### src/rtl/ov7670_cam_axil_regs.sv
// AXI4-Lite register bank for the OV7670 camera IP.
// Four 32-bit control registers at word offsets 0x0..0xC. AW and W are each
// buffered in a one-entry holding slot and committed together. Only one write
// and one read may be outstanding. Addresses above 0xC get SLVERR.
module ov7670_cam_axil_regs #(
  parameter int C_S_AXI_DATA_WIDTH = 32,
  parameter int C_S_AXI_ADDR_WIDTH = 6
) (
  input  logic                            ACLK,
  input  logic                            ARESET,
  input  logic [C_S_AXI_ADDR_WIDTH-1:0]   S_AXI_AWADDR,
  input  logic [2:0]                      S_AXI_AWPROT,
  input  logic                            S_AXI_AWVALID,
  output logic                            S_AXI_AWREADY,
  input  logic [C_S_AXI_DATA_WIDTH-1:0]   S_AXI_WDATA,
  input  logic [C_S_AXI_DATA_WIDTH/8-1:0] S_AXI_WSTRB,
  input  logic                            S_AXI_WVALID,
  output logic                            S_AXI_WREADY,
  output logic [1:0]                      S_AXI_BRESP,
  output logic                            S_AXI_BVALID,
  input  logic                            S_AXI_BREADY,
  input  logic [C_S_AXI_ADDR_WIDTH-1:0]   S_AXI_ARADDR,
  input  logic [2:0]                      S_AXI_ARPROT,
  input  logic                            S_AXI_ARVALID,
  output logic                            S_AXI_ARREADY,
  output logic [C_S_AXI_DATA_WIDTH-1:0]   S_AXI_RDATA,
  output logic [1:0]                      S_AXI_RRESP,
  output logic                            S_AXI_RVALID,
  input  logic                            S_AXI_RREADY,
  output logic [C_S_AXI_DATA_WIDTH-1:0]   reg0_o,
  output logic [C_S_AXI_DATA_WIDTH-1:0]   reg1_o,
  output logic [C_S_AXI_DATA_WIDTH-1:0]   reg2_o,
  output logic [C_S_AXI_DATA_WIDTH-1:0]   reg3_o,
  output logic [3:0]                      wr_pulse_o
);

  localparam int STRB_W = C_S_AXI_DATA_WIDTH / 8;
  localparam logic [1:0] RESP_OKAY   = 2'b00;
  localparam logic [1:0] RESP_SLVERR = 2'b10;

  logic                          r_en;
  logic                          r_aw_full;
  logic                          r_w_full;
  logic [C_S_AXI_ADDR_WIDTH-1:0] r_aw_addr;
  logic [C_S_AXI_DATA_WIDTH-1:0] r_w_data;
  logic [STRB_W-1:0]             r_w_strb;
  logic                          r_bvalid;
  logic [1:0]                    r_bresp;
  logic                          r_rvalid;
  logic [1:0]                    r_rresp;
  logic [C_S_AXI_DATA_WIDTH-1:0] r_rdata;
  logic [C_S_AXI_DATA_WIDTH-1:0] r_reg [4];
  logic [3:0]                    r_wr_pulse;

  logic       w_awready;
  logic       w_wready;
  logic       w_arready;
  logic       w_aw_hs;
  logic       w_w_hs;
  logic       w_ar_hs;
  logic       w_commit;
  logic       w_aw_in_range;
  logic       w_ar_in_range;
  logic [1:0] w_aw_idx;
  logic [1:0] w_ar_idx;
  logic       w_unused;

  // Readies depend only on flops, so no VALID-to-READY combinational path.
  assign w_awready = r_en & ~r_aw_full & ~r_bvalid;
  assign w_wready  = r_en & ~r_w_full  & ~r_bvalid;
  assign w_arready = r_en & ~r_rvalid;

  assign w_aw_hs  = S_AXI_AWVALID & w_awready;
  assign w_w_hs   = S_AXI_WVALID  & w_wready;
  assign w_ar_hs  = S_AXI_ARVALID & w_arready;
  assign w_commit = r_aw_full & r_w_full & ~r_bvalid;

  assign w_aw_in_range = (r_aw_addr[C_S_AXI_ADDR_WIDTH-1:4] == '0);
  assign w_ar_in_range = (S_AXI_ARADDR[C_S_AXI_ADDR_WIDTH-1:4] == '0);
  assign w_aw_idx      = r_aw_addr[3:2];
  assign w_ar_idx      = S_AXI_ARADDR[3:2];

  // Protection bits and byte offsets play no part in decode.
  assign w_unused = ^{S_AXI_AWPROT, S_AXI_ARPROT, r_aw_addr[1:0], S_AXI_ARADDR[1:0]};

  // Hold off all handshakes until the first edge after reset release.
  always_ff @(posedge ACLK or posedge ARESET) begin
    if (ARESET) r_en <= 1'b0;
    else        r_en <= 1'b1;
  end

  // Write channel: capture AW/W independently, commit when both held, then B response.
  always_ff @(posedge ACLK or posedge ARESET) begin
    if (ARESET) begin
      r_aw_full  <= 1'b0;
      r_w_full   <= 1'b0;
      r_aw_addr  <= '0;
      r_w_data   <= '0;
      r_w_strb   <= '0;
      r_bvalid   <= 1'b0;
      r_bresp    <= RESP_OKAY;
      r_wr_pulse <= '0;
    end else begin
      r_wr_pulse <= '0;
      if (w_aw_hs) begin
        r_aw_addr <= S_AXI_AWADDR;
        r_aw_full <= 1'b1;
      end
      if (w_w_hs) begin
        r_w_data <= S_AXI_WDATA;
        r_w_strb <= S_AXI_WSTRB;
        r_w_full <= 1'b1;
      end
      if (w_commit) begin
        r_aw_full <= 1'b0;
        r_w_full  <= 1'b0;
        r_bvalid  <= 1'b1;
        r_bresp   <= w_aw_in_range ? RESP_OKAY : RESP_SLVERR;
        if (w_aw_in_range) r_wr_pulse[w_aw_idx] <= 1'b1;
      end else if (r_bvalid && S_AXI_BREADY) begin
        r_bvalid <= 1'b0;
      end
    end
  end

  // Register array: byte-masked update on an in-range commit.
  always_ff @(posedge ACLK or posedge ARESET) begin
    if (ARESET) begin
      for (int i = 0; i < 4; i++) r_reg[i] <= '0;
    end else if (w_commit && w_aw_in_range) begin
      for (int b = 0; b < STRB_W; b++) begin
        if (r_w_strb[b]) r_reg[w_aw_idx][8*b +: 8] <= r_w_data[8*b +: 8];
      end
    end
  end

  // Read channel: sample the register on the AR handshake, hold until R handshake.
  always_ff @(posedge ACLK or posedge ARESET) begin
    if (ARESET) begin
      r_rvalid <= 1'b0;
      r_rdata  <= '0;
      r_rresp  <= RESP_OKAY;
    end else if (w_ar_hs) begin
      r_rvalid <= 1'b1;
      r_rdata  <= w_ar_in_range ? r_reg[w_ar_idx] : '0;
      r_rresp  <= w_ar_in_range ? RESP_OKAY : RESP_SLVERR;
    end else if (r_rvalid && S_AXI_RREADY) begin
      r_rvalid <= 1'b0;
    end
  end

  assign S_AXI_AWREADY = w_awready;
  assign S_AXI_WREADY  = w_wready;
  assign S_AXI_ARREADY = w_arready;
  assign S_AXI_BVALID  = r_bvalid;
  assign S_AXI_BRESP   = r_bresp;
  assign S_AXI_RVALID  = r_rvalid;
  assign S_AXI_RDATA   = r_rdata;
  assign S_AXI_RRESP   = r_rresp;
  assign reg0_o        = r_reg[0];
  assign reg1_o        = r_reg[1];
  assign reg2_o        = r_reg[2];
  assign reg3_o        = r_reg[3];
  assign wr_pulse_o    = r_wr_pulse;

endmodule
### config.mk
export PLATFORM = sky130hd
export DESIGN_NAME = ov7670_cam_axil_regs
export DESIGN_NICKNAME = d
export VERILOG_FILES = /design/src/rtl/ov7670_cam_axil_regs.sv
export SDC_FILE = /design/constraint.sdc
export NUM_CORES = 1
export LEC_CHECK = 0
export CAP_MARGIN = 10
export CORE_ASPECT_RATIO = 0.5
export CORE_MARGIN = 3
export CORE_UTILIZATION = 53
export CTS_CLUSTER_DIAMETER = 40
export DETAILED_ROUTE_END_ITERATION = 16
export PLACE_DENSITY = 0.93
export SLEW_MARGIN = 20
export SYNTH_ARGS = -nofsm -noshare
export SYNTH_HDL_FRONTEND = slang
export SYNTH_SLANG_ARGS = --single-unit
### constraint.sdc
create_clock -name ACLK -period 11.9 [get_ports ACLK]
set_input_delay 2.38 -clock ACLK [delete_from_list [all_inputs] [get_ports ACLK]]
set_output_delay 2.38 -clock ACLK [all_outputs]
set_load 0.005 [all_outputs]
==> results of run 1 <==
state kept, by name (all words and copies together) (netlist names):
signal        flops
S_AXI_BVALID      1
r_en              1
wr_pulse_o        4
S_AXI_RDATA      32
reg0_o           32
r_w_full          1
reg1_o           32
S_AXI_BRESP       1
r_aw_addr         4
reg2_o           32
S_AXI_RRESP       1
r_aw_full         1
reg3_o           32
r_w_strb          4
S_AXI_RVALID      1
r_w_data         32
synthesized netlist by cell type, drive strengths merged (3+ instances only):
| cell type | number |
|---|---|
| nor2b | 3 |
| nand4 | 16 |
| buf | 24 |
| mux4 | 32 |
| a22o | 32 |
| clkbuf | 8 |
| and2 | 3 |
| dfrtp | 211 |
| inv | 4 |
| and3 | 3 |
| mux2 | 168 |
| a21o | 3 |
cell type report:
class | count | area, um2 | share of cell area
clock buffers | 30 | 609.3 | 0.05101
clock inverters | 6 | 113.9 | 0.009531
inverters | 4 | 22.52 | 0.001885
multi-input cells | 277 | 3412 | 0.2856
flip-flops and latches | 211 | 5280 | 0.4420
well taps | 221 | 276.5 | 0.02315
repair buffers | 225 | 2232 | 0.1868
worst min-delay path by stage:
stage / startpoint / endpoint / slack [ns] / cells after the start
global route: S_AXI_RDATA[13] / S_AXI_RDATA[13] / 0.53 / 1
floorplan: r_aw_addr[5] / r_aw_addr[5] / 0.48 / 1
CTS: S_AXI_RDATA[1] / S_AXI_RDATA[1] / 0.51 / 1
detailed placement: S_AXI_RDATA[30] / S_AXI_RDATA[30] / 0.49 / 1
finish: S_AXI_RDATA[1] / S_AXI_RDATA[1] / 0.51 / 1
global placement: S_AXI_BRESP[1] / S_AXI_BRESP[1] / 0.47 / 1
stage by stage:
stage / cell area (um2) / hold slack [ns] / cells / utilization
2_1_floorplan: 8895 / 0.4814 / 524 / -
3_3_place_gp: 11220 / 0.4744 / 938 / 0.7061
3_5_place_dp: 11220 / 0.4898 / 938 / 0.7061
4_1_cts: 11950 / 0.5108 / 974 / 0.7516
5_1_grt: 11950 / 0.5315 / 974 / 0.7516
6_report: 11950 / 0.5088 / 974 / 0.7516
per-layer routing:
| metal | GRT usage | routed length [um] | vias to the layer above |
|---|---|---|---|
| li1 | - | - | 2393 |
| met1 | 0.3216 | 9475 | 3038 |
| met2 | 0.4410 | 11940 | 157 |
| met3 | 0.03820 | 857 | 41 |
| met4 | 0.07433 | 624 | 0 |
| met5 | 0 | 0 | - |
power breakdown:
part           switching [W]  internal, W  total (W)
registers           0.000210     0.000918    0.00113
logic               0.000258     0.000445   0.000703
clock network       0.000269     0.000421   0.000691
total               0.000737      0.00178    0.00252
kinds of logic (layout without fill, tap and decap cells):
kind of cell / Yosys count / after routing / share of synthesized area
DFF: 211 / 211 / 0.5939
muxes: 200 / 200 / 0.2938
buffers and inverters: 36 / 265 / 0.02463
and+or+nand+nor: 36 / 36 / 0.05080
AOI/OAI and AO/OA: 38 / 38 / 0.03603
other: 2 / 3 / 0.0008447
==> results.txt, run 1 <==
slowest library cell on the worst path -> clkdlybuf4s50_1
number of I/O port buffers -> 221
CP Capture Type -> output port
vias in the first global route -> 6219
RSZ-0062 raised after global routing -> false
Die Width -> 189.2 um
drt first-iter violations -> 276
Synth top area share -> 0.5939
Worst Tran Pin Value -> 1.109 ns
Starting Density -> 0.5594
fin crit period -> 4.224 ns
sequential-to-total area share from yosys stat -> 0.5939
post-detailed-routing wire length -> 22890 um
Critical Path RT -> 9.52 ns
TritonCTS clock tree -> built
post-placement setup slack -> 7.327 ns
post-route DRC violation count -> 0
Worst setup startpoint -> S_AXI_BVALID
status -> finished clean
vias per inst -> 5.779
Hold Fails Final Rpt -> 0
Num Clock Sinks -> 211
total negative slack for setup checks -> 0 ns
number of buffer and inverter instances along the worst setup path -> 1
sum of internal, switching and leakage power -> 0.002522 W
share of layout cells above drive strength 1 -> 0.3347
largest cells by area after synthesis -> dfrtp_1, mux2_2, mux4_2
delay of the slowest cell on the worst path -> 0.59 ns
number of flops mapped to enable cells by yosys -> 0
detailed-routing iteration count for the pre-antenna-repair pass -> 4
cells resized by post-CTS repair -> 0
number of max-capacitance violations reported -> 0
hold-fix buffer count after cts -> 0
Synth Area per Inst -> 17.00 um2
number of nets still failing antenna checks after routing -> 0
Max Fclk -> 236.7 MHz
Area Growth Syn to Fin -> 34.37%
count of pins on the block boundary -> 234
Worst setup endpoint -> S_AXI_AWREADY
antenna violations before repair -> 0
detailed-route wire length per cell -> 23.51 um
clock-pin slew of the registers on the worst-case setup and hold paths -> 0.07 ns
logic depth of the worst register-to-register path -> 3
library cell occupying the most area in the post-synthesis netlist -> dfrtp_1
endpoint of the worst-slack reg-to-reg timing path -> reg0_o[25]
final global-route overflow total -> 0
number of buffers inserted by post-CTS setup repair -> 0
most common cell after layout, fill and taps aside -> clkdlybuf4s50_1
CTS Root Cell -> clkbuf_16
H-tree level count -> 1
startpoint types -> flop
Reg2Reg Launch Point -> S_AXI_BVALID
worst setup margin -> 7.676 ns
routability congestion estimate -> 0.7497
Final Max Slew Viols -> 0
detailed placement HPWL -> 14840 um
reg-to-reg slack, setup -> 9.57 ns
cts bufs inserted -> 20
Post-synth top flop -> dfrtp_1
layout net count -> 800
post-synth cell types -> 31
Worst path top cell family by delay -> buffers and inverters
synthesized area -> 0.008891 mm2
Longest Clk Path Bufs -> 3
Fill cells -> 952
critical path peak fanout -> 7
Die Area -> 0.01846 mm2
worst supply voltage drop on vdd -> 0.09825 mV
Synth warnings -> 0
Worst Clk Skew -> 0.02783 ns
global-route usage over all layers -> 0.2497
clock insertion delay at the later pin of the skew report -> 0.49 ns
Gate Count Post-Synth -> 523
Min-Delay Path Class -> flop to flop
number of rows in the core area -> 32
Static Leak -> 5.412 nW
Critical Path Stages -> 2
Critical Setup Path Class -> flop to output port
share of synthesized registers carrying an async set or reset -> 1.000
share of the cycle needed by the critical path after routing -> 0.3550
worst rel slew slack -> 0.2608
pin count of the biggest net entering global routing -> 145
y dimension of the die -> 97.59 um
Diodes inserted -> 0
Final setup viols -> 0
ordered cell list for the critical path -> nor3b_1, clkdlybuf4s50_1
endpoint arrival time on the critical path -> 1.84 ns
register bit total from synthesis -> 211
wire length of the first global-routing pass -> 36250 um
vias -> 5629
PwrDens -> 211.1 mW/mm2
Core Region -> 0.01590 mm2
most frequent cells in the layout -> clkdlybuf4s50_1, dfrtp_1, mux2_2
(Power assumes the default switching activity.)
==> run 2: changes to the inputs <==
Settings changed: CORE_UTILIZATION 53 to 44, PLACE_DENSITY 0.93 to 0.83.
Clock period 11.9 ns to 3.7 ns, I/O delays scaled along.
==> run 2 against run 1 <==
Via count decreased by 2.8%. Non-clock buffer count increased by 5. Setup slack worse by 6.5 ns. Cell area is 1.3% higher. First-iteration DRC count down 16%. Combinational power grew to 3.2 times the previous value. Register-to-register slack worse by 8.2 ns. Largest power group unchanged.
==> results.txt, run 2 (synthesis gave the netlist of run 1 again) <==
most frequent cells in the layout -> clkdlybuf4s50_1, dfrtp_1, mux2_2 (unchanged)
vias per inst -> 5.323 (was 5.779)
worst rel slew slack -> 0.2653 (was 0.2608)
antenna violations before repair -> 0 (unchanged)
Combinational Power Share -> 0.276 (was 0.279)
post-route DRC violation count -> 0 (unchanged)
logic depth of the worst register-to-register path -> 3 (unchanged)
Critical Setup Path Class -> flop to output port (unchanged)
Worst setup startpoint -> S_AXI_BVALID (unchanged)
Static Leak -> 5.467 nW (was 5.412 nW)
length of routed wiring on met1 -> 9696 um (was 9475 um)
count of pins on the block boundary -> 234 (unchanged)
Layout Utilization -> 0.6163 (was 0.7516)
detailed-route wire length per cell -> 22.04 um (was 23.51 um)
worst supply voltage drop on vdd -> 0.3698 mV (was 0.09825 mV)
number of buffers inserted by post-CTS setup repair -> 0 (unchanged)
Area Growth Syn to Fin -> 36.12% (was 34.37%)
endpoint of the worst-slack reg-to-reg timing path -> reg0_o[25] (unchanged)
Die Area -> 0.02205 mm2 (was 0.01846 mm2)
switching power -> 0.002409 W (was 0.0007367 W)
CTS Root Cell -> clkbuf_16 (unchanged)
fin crit period -> 2.541 ns
hold-fix buffer count after cts -> 0 (unchanged)
vias -> 5472 (was 5629)
number of I/O port buffers -> 221 (unchanged)
met2 routed wirelength -> 11510 um (was 11940 um)
vias in the first global route -> 6049 (was 6219)
critical path peak fanout -> 7 (unchanged)
Int Power -> 0.005746 W (was 0.001785 W)
wire length of the first global-routing pass -> 35360 um (was 36250 um)
routed wl met3 -> 847 um (was 857 um)
Diodes inserted -> 0 (unchanged)
final global-route overflow total -> 0 (unchanged)
Reg2Reg Launch Point -> S_AXI_BVALID (unchanged)
share of total power in sequential cells -> 0.441 (was 0.447)
CP Capture Type -> output port (unchanged)
highest signal layer in the routed design -> met4 (unchanged)
most common cell after layout, fill and taps aside -> clkdlybuf4s50_1 (unchanged)
switching fraction of total power -> 0.2954 (was 0.2922)
share of the cycle needed by the critical path after routing -> 0.6866
cells resized by post-CTS repair -> 0 (unchanged)
Final setup viols -> 0 (unchanged)
sum of internal, switching and leakage power -> 0.008156 W (was 0.002522 W)
share of total power in the clock network -> 0.283 (was 0.274)
Longest Clk Path Bufs -> 3 (unchanged)
PwrDens -> 673.8 mW/mm2 (was 211.1 mW/mm2)
Starting Density -> 0.4527 (was 0.5594)
share of layout cells above drive strength 1 -> 0.3451 (was 0.3347)
Die Width -> 207.0 um (was 189.2 um)
post-route worst hold slack -> 0.5054 ns (was 0.5088 ns)
drt first-iter violations -> 231 (was 276)
post-detailed-routing wire length -> 22650 um (was 22890 um)
RSZ-0062 raised after global routing -> false (unchanged)
detailed placement HPWL -> 15020 um (was 14840 um)
Max Fclk -> 393.6 MHz
Hold Fails Final Rpt -> 0 (unchanged)
Min-Delay Path Class -> flop to flop (unchanged)
Core Region -> 0.01964 mm2 (was 0.01590 mm2)
Worst Tran Pin Value -> 1.102 ns (was 1.109 ns)
Worst Clk Skew -> 0.01484 ns (was 0.02783 ns)
TritonCTS clock tree -> built (unchanged)
clock insertion delay at the later pin of the skew report -> 0.51 ns (was 0.49 ns)
routability congestion estimate -> 0.7427 (was 0.7497)
status -> finished clean (unchanged)
number of nets still failing antenna checks after routing -> 0 (unchanged)
Final Max Slew Viols -> 0 (unchanged)
reg-to-reg slack, setup -> 1.37 ns (was 9.57 ns)
pin count of the biggest net entering global routing -> 86 (was 145)
y dimension of the die -> 106.5 um (was 97.59 um)
worst setup margin -> 1.159 ns (was 7.676 ns)
H-tree level count -> 1 (unchanged)
post-placement setup slack -> 1.266 ns (was 7.327 ns)
Worst setup endpoint -> S_AXI_AWREADY (unchanged)
Critical Path RT -> 2.96 ns (was 9.52 ns)
cts bufs inserted -> 22 (was 20)
clock-pin slew of the registers on the worst-case setup and hold paths -> 0.07 ns (about the same)
detailed-routing iteration count for the pre-antenna-repair pass -> 4 (unchanged)
layout net count -> 807 (was 800)
Num Clock Sinks -> 211 (unchanged)
total negative slack for setup checks -> 0 ns (unchanged)
endpoint arrival time on the critical path -> 1.80 ns (was 1.84 ns)
global-route usage over all layers -> 0.2045 (was 0.2497)
startpoint types -> flop (unchanged)
number of rows in the core area -> 36 (was 32)
number of max-capacitance violations reported -> 0 (unchanged)
## run 2: worst max-delay path, stage by stage (launching register included)
cell and delay [ns]:
dfrtp_1 0.43, nor3b_1 0.27, clkdlybuf4s50_1 0.58
## run 2: final cells by class
type	instances	area, um2
Inverter	4	18.77
Fill cell	1464	7536
Timing Repair Buffer	230	2295
Clock buffer	29	626.9
Tap cell	266	332.8
Clock inverter	11	137.6
Multi-Input combinational cell	277	3412
Sequential cell	211	5280
## run 2: routing by layer
metal | vias up | track usage
met4 | 0 | 0.05612
met1 | 2879 | 0.2638
met3 | 51 | 0.04186
li1 | 2409 | -
met5 | - | 0
met2 | 133 | 0.3560
## run 2: worst min path at each step
stage / start / to / slack (ns) / depth (start not counted)
final: S_AXI_RDATA[1] / S_AXI_RDATA[1] / 0.51 / 1
after global routing: S_AXI_RDATA[24] / S_AXI_RDATA[24] / 0.52 / 1
after CTS: S_AXI_RDATA[24] / S_AXI_RDATA[24] / 0.51 / 1
after detailed placement: S_AXI_RDATA[9] / S_AXI_RDATA[9] / 0.49 / 1
after global placement: S_AXI_BRESP[1] / S_AXI_BRESP[1] / 0.48 / 1
after floorplan: r_aw_addr[5] / r_aw_addr[5] / 0.48 / 1
## run 2: metrics by stage
step | cell area (um2) | cells
2_1_floorplan | 8899 | 524
3_3_place_gp | 11340 | 988
3_5_place_dp | 11340 | 988
4_1_cts | 12100 | 1028
5_1_grt | 12100 | 1028
6_report | 12100 | 1028
## run 2: power groups by stage
stage / Combinational [W] / Clock (W) / Sequential (W)
finish: 0.00225 / 0.00231 / 0.00359
CTS: 0.00228 / 0.00237 / 0.00360
floorplan: 0.00124 / 0 / 0.00344
global route: 0.00239 / 0.00246 / 0.00370
detailed placement: 0.00227 / 0 / 0.00363
global placement: 0.00220 / 0 / 0.00358
==> run 3: changes to the inputs <==
Settings changed: CORE_UTILIZATION 44 to 49, PLACE_DENSITY 0.83 to 0.87.
Clock period 3.7 ns to 2.5 ns, I/O delays scaled along.
==> run 3 against run 2 <==
Critical path depth is the same. Non-clock buffer count grew 6. Sequential power grew 49%. Die area shrank 9.8%. Core utilization grew 7.5 points. Global-route usage grew 2.5 points. Via count grew 1.9%. Count of clock-buffer cells in the layout shrank 6. Sequential share of layout area shrank 0.13 points. Critical endpoint is now S_AXI_WREADY. Largest cell class unchanged.
==> results.txt, run 3 (synthesis gave the netlist of run 1 again) <==
status -> finished clean (unchanged)
pin count of the biggest net entering global routing -> 76 (was 86)
drt first-iter violations -> 186 (was 231)
Longest Clk Path Bufs -> 3 (unchanged)
Area Growth Syn to Fin -> 36.55% (was 36.12%)
vias per inst -> 5.586 (was 5.323)
antenna violations before repair -> 0 (unchanged)
startpoint types -> flop (unchanged)
y dimension of the die -> 101.3 um (was 106.5 um)
cells resized by post-CTS repair -> 0 (unchanged)
PwrDens -> 996.1 mW/mm2 (was 673.8 mW/mm2)
sum of internal, switching and leakage power -> 0.01209 W (was 0.008156 W)
Die Width -> 196.5 um (was 207.0 um)
Static Leak -> 5.507 nW (was 5.467 nW)
most common cell after layout, fill and taps aside -> clkdlybuf4s50_1 (unchanged)
final global-route overflow total -> 0 (unchanged)
layout net count -> 812 (was 807)
number of buffers inserted by post-CTS setup repair -> 0 (unchanged)
number of nets still failing antenna checks after routing -> 0 (unchanged)
share of layout cells above drive strength 1 -> 0.3495 (was 0.3451)
endpoint arrival time on the critical path -> 1.82 ns (was 1.80 ns)
number of rows in the core area -> 34 (was 36)
Final setup viols -> 0 (unchanged)
routability congestion estimate -> 0.7438 (was 0.7427)
post-route DRC violation count -> 0 (unchanged)
Critical Setup Path Class -> flop to output port (unchanged)
count of pins on the block boundary -> 234 (unchanged)
vias in the first global route -> 6030 (was 6049)
detailed placement HPWL -> 15490 um (was 15020 um)
share of the cycle needed by the critical path after routing -> 0.9281
Starting Density -> 0.5061 (was 0.4527)
number of I/O port buffers -> 221 (unchanged)
Inst Count DP -> 962 (was 988)
total negative slack for setup checks -> 0 ns (unchanged)
fin crit period -> 2.320 ns
Diodes inserted -> 0 (unchanged)
post-route worst hold slack -> 0.3635 ns (was 0.5054 ns)
post-detailed-routing wire length -> 22890 um (was 22650 um)
Critical Path RT -> 2.00 ns (was 2.96 ns)
cts bufs inserted -> 21 (was 22)
number of max-capacitance violations reported -> 0 (unchanged)
Final Max Slew Viols -> 0 (unchanged)
CP Capture Type -> output port (unchanged)
H-tree level count -> 1 (unchanged)
critical path peak fanout -> 7 (unchanged)
Die Area -> 0.01990 mm2 (was 0.02205 mm2)
vias -> 5575 (was 5472)
detailed-routing iteration count for the pre-antenna-repair pass -> 4 (unchanged)
Layout Utilization -> 0.6910 (was 0.6163)
most frequent cells in the layout -> clkdlybuf4s50_1, dfrtp_1, mux2_2 (unchanged)
Worst Clk Skew -> 0.01159 ns (was 0.01484 ns)
clock insertion delay at the later pin of the skew report -> 0.49 ns (was 0.51 ns)
Max Fclk -> 431.0 MHz
wire length of the first global-routing pass -> 35440 um (was 35360 um)
worst supply voltage drop on vdd -> 0.6121 mV (was 0.3698 mV)
global-route usage over all layers -> 0.2298 (was 0.2045)
Hold Fails Final Rpt -> 0 (unchanged)
Num Clock Sinks -> 211 (unchanged)
Min-Delay Path Class -> primary input to asynchronous set/reset pin (was flop to flop)
Cell Count, Final, Fillers Out -> 998 (was 1028)
Core Region -> 0.01757 mm2 (was 0.01964 mm2)
detailed-route wire length per cell -> 22.93 um (was 22.04 um)
hold-fix buffer count after cts -> 0 (unchanged)
Fill cells -> 1181 (was 1464)
CTS Root Cell -> clkbuf_16 (unchanged)
TritonCTS clock tree -> built (unchanged)
RSZ-0062 raised after global routing -> false (unchanged)
clock-pin slew of the registers on the worst-case setup and hold paths -> 0.07 ns (about the same)
[run 3: stage by stage]
stage / setup WS (ns) / instance area, um2
finish: 0.1797 / 12140
detailed placement: 0.4660 / 11420
floorplan: -0.7422 / 8899
global placement: 0.5045 / 11420
global route: 0.1151 / 12140
CTS: 0.1713 / 12140
[run 3: final timing paths]
check | start | endpoint | slack (ns) | depth (start not counted)
max | S_AXI_BVALID | S_AXI_WREADY | 0.18 | 2
min | ARESET | reg3_o[28] | 0.36 | 2
max reg2reg | S_AXI_BVALID | reg0_o[30] | 0.49 | 4
min reg2reg | S_AXI_RDATA[8] | S_AXI_RDATA[8] | 0.50 | 1
max in group asynchronous | ARESET | reg2_o[25] | 1.45 | 3
min in group ACLK | S_AXI_RDATA[8] | S_AXI_RDATA[8] | 0.50 | 1
[run 3: area by class of cell]
cell class | instances | area (um2) | area share
clock buffers | 23 | 553.0 | 0.04555
clock inverters | 13 | 168.9 | 0.01391
inverters | 4 | 18.77 | 0.001546
multi-input cells | 277 | 3412 | 0.2810
flip-flops and latches | 211 | 5280 | 0.4349
repair buffers | 236 | 2415 | 0.1989
well taps | 234 | 292.8 | 0.02412
[run 3: where the power goes]
group | internal (W) | switching, W | leakage [nW] | total [W]
sequential | 0.00437 | 0.000977 | 2.81 | 0.00535
clock | 0.00194 | 0.00140 | 0.360 | 0.00334
combinational | 0.00218 | 0.00122 | 2.34 | 0.00340
total | 0.00850 | 0.00359 | 5.51 | 0.0121
[run 3: critical path, stage by stage, from the launching register on]
cell	delay, ns
dfrtp_1	0.43
nor3b_1	0.33
clkdlybuf4s50_1	0.58
[run 3: layer usage]
| layer | track usage | vias to the layer above | routed length (um) |
|---|---|---|---|
| met5 | 0 | - | 0 |
| met4 | 0.05747 | 0 | 472 |
| met3 | 0.03922 | 42 | 894 |
| met2 | 0.4037 | 135 | 11820 |
| met1 | 0.3043 | 2969 | 9698 |
| li1 | - | 2429 | - |
